`src/rtl/risc16_pkg.sv`:
```
// Shared types and defaults for the 16-bit RISC core front end.
package risc16_pkg;

  localparam int unsigned INST_W     = 16;
  localparam int unsigned DEF_ADDR_W = 16;
  localparam logic [15:0] DEF_RESET_PC = 16'h0000;

  typedef enum logic [1:0] {
    ST_IDLE  = 2'd0,
    ST_REQ   = 2'd1,
    ST_VALID = 2'd2
  } fetch_state_e;

endpackage : risc16_pkg

```
`src/rtl/inst_fetch_if.sv`:
```
// Fetch-unit bus: run/stall/branch control, instruction memory port, decoder port.
interface inst_fetch_if
  import risc16_pkg::*;
#(
  parameter int unsigned ADDR_W = DEF_ADDR_W
);
  logic              i_en;
  logic              i_stall;
  logic              i_branch;
  logic [ADDR_W-1:0] i_branch_target;
  logic              o_mem_req;
  logic [ADDR_W-1:0] o_mem_addr;
  logic [INST_W-1:0] i_mem_rdata;
  logic              i_mem_ready;
  logic [INST_W-1:0] o_inst;
  logic              o_inst_valid;
  logic [ADDR_W-1:0] o_pc;

  // Fetch unit side.
  modport master (
    input  i_en, i_stall, i_branch, i_branch_target, i_mem_rdata, i_mem_ready,
    output o_mem_req, o_mem_addr, o_inst, o_inst_valid, o_pc
  );

  // Environment side: memory, decoder and pipeline control.
  modport slave (
    output i_en, i_stall, i_branch, i_branch_target, i_mem_rdata, i_mem_ready,
    input  o_mem_req, o_mem_addr, o_inst, o_inst_valid, o_pc
  );
endinterface : inst_fetch_if

```
`src/rtl/inst_fetch_pc_reg.sv`:
```
// Program counter register: async reset, load has priority over increment.
module pc_reg #(
  parameter int unsigned W         = 16,
  parameter logic [W-1:0] RESET_VAL = '0
) (
  input  logic         clk,
  input  logic         rst_n,
  input  logic         load,
  input  logic         inc,
  input  logic [W-1:0] load_val,
  output logic [W-1:0] q
);

  // Load wins over increment; increment wraps modulo 2^W.
  always_ff @(posedge clk or negedge rst_n) begin
    if (!rst_n) begin
      q <= RESET_VAL;
    end else if (load) begin
      q <= load_val;
    end else if (inc) begin
      q <= q + W'(1);
    end
  end

endmodule : pc_reg

```
`src/rtl/inst_fetch.sv`:
```
// Instruction fetch: PC, memory read handshake and decoder hand-off with stall/branch.
module inst_fetch
  import risc16_pkg::*;
#(
  parameter int unsigned      ADDR_W   = DEF_ADDR_W,
  parameter logic [ADDR_W-1:0] RESET_PC = ADDR_W'(DEF_RESET_PC)
) (
  input  logic          i_clk,
  input  logic          i_rst_n,
  inst_fetch_if.master  bus
);

  fetch_state_e      state_q;
  fetch_state_e      state_d;
  logic [ADDR_W-1:0] pc_q;
  logic              pc_load;
  logic              pc_inc;
  logic              capture;
  logic              drop;
  logic [INST_W-1:0] inst_q;
  logic [ADDR_W-1:0] inst_pc_q;
  logic              valid_q;

  pc_reg #(
    .W         (ADDR_W),
    .RESET_VAL (RESET_PC)
  ) u_pc_reg (
    .clk      (i_clk),
    .rst_n    (i_rst_n),
    .load     (pc_load),
    .inc      (pc_inc),
    .load_val (bus.i_branch_target),
    .q        (pc_q)
  );

  // State register.
  always_ff @(posedge i_clk or negedge i_rst_n) begin
    if (!i_rst_n) begin
      state_q <= ST_IDLE;
    end else begin
      state_q <= state_d;
    end
  end

  // Next state and datapath strobes; a branch overrides everything in any state.
  always_comb begin
    state_d = state_q;
    pc_load = 1'b0;
    pc_inc  = 1'b0;
    capture = 1'b0;
    drop    = 1'b0;
    if (bus.i_branch) begin
      pc_load = 1'b1;
      drop    = 1'b1;
      state_d = bus.i_en ? ST_REQ : ST_IDLE;
    end else begin
      unique case (state_q)
        ST_IDLE: begin
          if (bus.i_en) state_d = ST_REQ;
        end
        ST_REQ: begin
          if (bus.i_mem_ready) begin
            capture = 1'b1;
            pc_inc  = 1'b1;
            state_d = ST_VALID;
          end
        end
        ST_VALID: begin
          if (!bus.i_stall) begin
            drop    = 1'b1;
            state_d = bus.i_en ? ST_REQ : ST_IDLE;
          end
        end
        default: state_d = ST_IDLE;
      endcase
    end
  end

  // Decoder-facing registers: capture on memory ready, clear on consume or branch.
  always_ff @(posedge i_clk or negedge i_rst_n) begin
    if (!i_rst_n) begin
      inst_q    <= '0;
      inst_pc_q <= RESET_PC;
      valid_q   <= 1'b0;
    end else if (capture) begin
      inst_q    <= bus.i_mem_rdata;
      inst_pc_q <= pc_q;
      valid_q   <= 1'b1;
    end else if (drop) begin
      valid_q   <= 1'b0;
    end
  end

  assign bus.o_mem_req    = (state_q == ST_REQ);
  assign bus.o_mem_addr   = pc_q;
  assign bus.o_inst       = inst_q;
  assign bus.o_inst_valid = valid_q;
  assign bus.o_pc         = inst_pc_q;

endmodule : inst_fetch

```
`src/flat_wrapper.sv`:
```
// flat-port wrapper written by rule: the top's interface ports become plain ports
module inst_fetch_flat import risc16_pkg::*;
#(
  parameter int unsigned      ADDR_W   = DEF_ADDR_W,
  parameter logic [ADDR_W-1:0] RESET_PC = ADDR_W'(DEF_RESET_PC)
)
  (i_clk, i_rst_n, bus_i_en, bus_i_stall, bus_i_branch, bus_i_branch_target, bus_i_mem_rdata, bus_i_mem_ready, bus_o_mem_req, bus_o_mem_addr, bus_o_inst, bus_o_inst_valid, bus_o_pc);
  inst_fetch_if #(.ADDR_W(ADDR_W)) bus_i ();
  input  logic i_clk;
  input  logic i_rst_n;
  input wire logic [$bits(bus_i.i_en)-1:0] bus_i_en;
  input wire logic [$bits(bus_i.i_stall)-1:0] bus_i_stall;
  input wire logic [$bits(bus_i.i_branch)-1:0] bus_i_branch;
  input wire logic [$bits(bus_i.i_branch_target)-1:0] bus_i_branch_target;
  input wire logic [$bits(bus_i.i_mem_rdata)-1:0] bus_i_mem_rdata;
  input wire logic [$bits(bus_i.i_mem_ready)-1:0] bus_i_mem_ready;
  output wire logic [$bits(bus_i.o_mem_req)-1:0] bus_o_mem_req;
  output wire logic [$bits(bus_i.o_mem_addr)-1:0] bus_o_mem_addr;
  output wire logic [$bits(bus_i.o_inst)-1:0] bus_o_inst;
  output wire logic [$bits(bus_i.o_inst_valid)-1:0] bus_o_inst_valid;
  output wire logic [$bits(bus_i.o_pc)-1:0] bus_o_pc;
  assign bus_i.i_en = bus_i_en;
  assign bus_i.i_stall = bus_i_stall;
  assign bus_i.i_branch = bus_i_branch;
  assign bus_i.i_branch_target = bus_i_branch_target;
  assign bus_i.i_mem_rdata = bus_i_mem_rdata;
  assign bus_i.i_mem_ready = bus_i_mem_ready;
  assign bus_o_mem_req = bus_i.o_mem_req;
  assign bus_o_mem_addr = bus_i.o_mem_addr;
  assign bus_o_inst = bus_i.o_inst;
  assign bus_o_inst_valid = bus_i.o_inst_valid;
  assign bus_o_pc = bus_i.o_pc;
  inst_fetch #(.ADDR_W(ADDR_W), .RESET_PC(RESET_PC)) u_core (.i_clk(i_clk), .i_rst_n(i_rst_n), .bus(bus_i));
endmodule
```
`config.mk`:
```
export PLATFORM = sky130hd
export DESIGN_NAME = inst_fetch_flat
export DESIGN_NICKNAME = d
export VERILOG_FILES = /design/src/rtl/risc16_pkg.sv /design/src/rtl/inst_fetch_if.sv /design/src/rtl/inst_fetch_pc_reg.sv /design/src/rtl/inst_fetch.sv /design/src/flat_wrapper.sv
export SDC_FILE = /design/constraint.sdc
export NUM_CORES = 1
export LEC_CHECK = 0
export ABC_AREA = 1
export CAP_MARGIN = 5
export CORE_MARGIN = 2
export CORE_UTILIZATION = 35
export CTS_CLUSTER_SIZE = 25
export DETAILED_ROUTE_END_ITERATION = 10
export PLACE_DENSITY = 0.7
export SLEW_MARGIN = 20
export SYNTH_ARGS = -nofsm -noshare
export SYNTH_HDL_FRONTEND = slang
export SYNTH_SLANG_ARGS = --single-unit
```
`constraint.sdc`:
```
create_clock -name i_clk -period 1.6 [get_ports i_clk]
set_input_delay 0.16 -clock i_clk [delete_from_list [all_inputs] [get_ports i_clk]]
set_output_delay 0.16 -clock i_clk [all_outputs]
set_load 0.02 [all_outputs]
```
==> flow_metrics.env <==
export IMPL_p_per_area_mw_per_mm2=1320
export IMPL_critPathBufInv=1
export IMPL_crit_chain="clkdlybuf4s50_1"
export IMPL_grt_pass1_vias=2203
export IMPL_drc_errors=0
export IMPL_row_count=30
export IMPL_fmax_mhz=644
export IMPL_netlist_top_cells_area="dfrtp_1 52%, nand2_1 18%, nor2_1 4.8%, o21ai_0 3.1%, nand3_1 2.9%"
export IMPL_whs_ns=0.348
export IMPL_dieArea_sq_mm=0.00763
export IMPL_timing_final_crit_period_ns=1.55
export IMPL_cp_max_fo=6
export IMPL_fin_tns_setup_ns=0
export IMPL_cts_setup_buffers=0
export IMPL_chipWidth_microns=87.3
export IMPL_crit_arrival_ns=1.39
export IMPL_clock_sinks=51
export IMPL_antenna_found_initial=0
export IMPL_grt_util_all_layers=0.172
export IMPL_syn_area_sq_mm=0.00243
export IMPL_cts_max_level=2
export IMPL_wl_microns=6270
export IMPL_outcome="finished clean"
export IMPL_cts_tree="done"
export IMPL_grt_max_degree=34
export IMPL_worst_path_largest_cell_delay_ns=0.64
export IMPL_ys_types=30
export IMPL_place_congestion=0.823
export IMPL_worstSkewPairLatency_ns=0.30
export IMPL_die_h_microns=87.3
export IMPL_min_path_type="input port to async pin"
export IMPL_drive_above_1_share=0.0884
export IMPL_fin_area_sq_mm=0.00357
export IMPL_syn_avg_cell_area_sq_um=8.08
export IMPL_peakVddDrop_v=0.000491
export IMPL_yosys_area_top_type="dfrtp_1"
export IMPL_crit_slowest_cell="clkdlybuf4s50_1"
export IMPL_wl_per_cell_microns=13.2
export IMPL_layout_commonest_cell="nand2_1"
export IMPL_io_pin_count=88
export IMPL_end_kind="primary output"
export IMPL_cellLeakagePower_nw=1.71
export IMPL_ant_nets=0
export IMPL_drv_slew=0
export IMPL_cp_top_family="buffers and inverters"
export IMPL_yosys_warnings=0
export IMPL_finalHoldViolCount=0
export IMPL_grt_pass1_wl_microns=10400
export IMPL_vias=2307
export IMPL_syn_to_final_growth_pct=46.8
export IMPL_max_slew_margin=0.679
export IMPL_cap_violations=0
export IMPL_vias_per_cell=4.85
export IMPL_ys_seq_area_frac=0.525
export IMPL_synthesis_nets=340
export IMPL_start_util=0.360
export IMPL_firstDrtPassIters=4
export IMPL_synth_top_area_frac=0.525
export IMPL_finalCritPeriodShare=0.971
export IMPL_rsz0062_at_grt="false"
export IMPL_drt_iter0_markers=143
export IMPL_place_hpwl_microns=4720
export IMPL_start_kind="flip-flop"
export IMPL_synthCells=301
export IMPL_grt_ovfl_total=0
export IMPL_final_core_util=0.528
export IMPL_setup_viol=0
export IMPL_ys_ff_latch=51
export IMPL_core_area_sq_mm=0.00676
export IMPL_io_buffer_count=87
export IMPL_most_common_layout_cells="116 x nand2_1, 79 x clkdlybuf4s50_1, 50 x dfrtp_1"
export IMPL_finish_net_count=434
export IMPL_clockRootBuffer="clkbuf_8"
export IMPL_antenna_cells=0
export IMPL_clock_path_buffers=2
export IMPL_place_area_sq_mm=0.00342
export IMPL_crit_type="flip-flop to primary output"
export IMPL_cts_made_buffers=5
export IMPL_tightest_slew_ns=0.482
export IMPL_skew_ns=0.00702
export IMPL_path_clk_slew_ns=0.09
export IMPL_required_ns=1.44
## cells by family (layout without fill, tap and decap cells)
logic type / after synthesis / after routing / share of synthesized area
AND/OR/NAND/NOR: 181 / 181 / 0.318
XOR/XNOR: 3 / 3 / 0.0108
adder cells (fa/ha/maj): 1 / 1 / 0.00515
AO/OA/AOI/OAI: 33 / 33 / 0.0767
flip-flops: 51 / 51 / 0.525
buffers and inverters: 32 / 127 / 0.0648
## flip-flops by register name (all words and copies together), names as in the netlist
signal / flops
u_core.bus.o_pc: 16
u_core.bus.o_inst: 16
u_core.bus.o_inst_valid: 1
u_core.state_q: 2
u_core.u_pc_reg.q: 16
## worst paths after layout
path                                           start                    end  slack (ns)  cells after the start
min in group i_clk                bus_i_mem_rdata[4]   u_core.bus.o_inst[4]        0.38                      3
worst max register to register  u_core.u_pc_reg.q[0]   u_core.u_pc_reg.q[9]        0.17                      8
worst min-delay path                         i_rst_n     u_core.bus.o_pc[3]        0.35                      2
worst min register to register   u_core.bus.o_pc[11]    u_core.bus.o_pc[11]        0.49                      2
max in group asynchronous                    i_rst_n  u_core.bus.o_inst[13]        0.71                      3
worst max-delay path            u_core.u_pc_reg.q[5]      bus_o_mem_addr[5]        0.05                      1
## synthesized netlist by cell type
master and count:
nand2_1 116, dfrtp_1 51, nor2_1 31, inv_1 18
o21ai_0 15, nand3_1 14, nand4_1 6, a21oi_1 5
nor2_2 5, buf_4 4, clkbuf_1 3, nand3b_1 3
o211ai_1 3, o21ai_1 3, o22ai_1 3, buf_2 2
buf_6 2, inv_4 2, nor2_4 2, or2_2 2
xor2_1 2, a31oi_1 1, ha_1 1, inv_2 1
nand2_2 1, nand3_4 1, o21bai_1 1, o221ai_1 1
o31ai_1 1, xnor2_1 1
## layer usage
metal  vias to the layer above  track usage  wire length (microns)
li1                       1148            -                      -
met1                      1066        0.231                   2930
met2                        85        0.289                   2940
met3                         8       0.0265                    342
met4                         0       0.0490                     52
met5                         -            0                      0
## area by class of cell
type                       count  area, sq um
timing repair buffer          98          990
clock inverter                 2         35.0
tap                           80          100
multi-input combinational    218         1000
clock buffer                   6         82.6
sequential                    51         1280
inverter                      21         83.8
fill                         629         3190
## report_power, final
part | internal, mW | switching, mW
Sequential | 1.64 | 0.254
Clock | 0.506 | 0.406
Combinational | 0.907 | 0.986
## timing repair
item                                    4_1_cts  5_1_grt
gates cloned                                  0        0
endpoints found under the setup margin        2        7
gates resized for setup                       2        7
hold buffers                                  1        0
hold endpoints to repair                     18        0
## per-stage QoR
| stage | power (mW) | worst slack, ns | cells |
|---|---|---|---|
| after global routing | 5.01 | 0.00177 | 476 |
| after floorplan | 2.82 | 0.136 | 301 |
| final | 4.70 | 0.0465 | 476 |
| after CTS | 4.77 | 0.0175 | 476 |
| after detailed placement | 3.84 | 0.0506 | 467 |
| after global placement | 3.80 | 0.0900 | 467 |
Note: power is estimated with default switching activity, not from simulation.
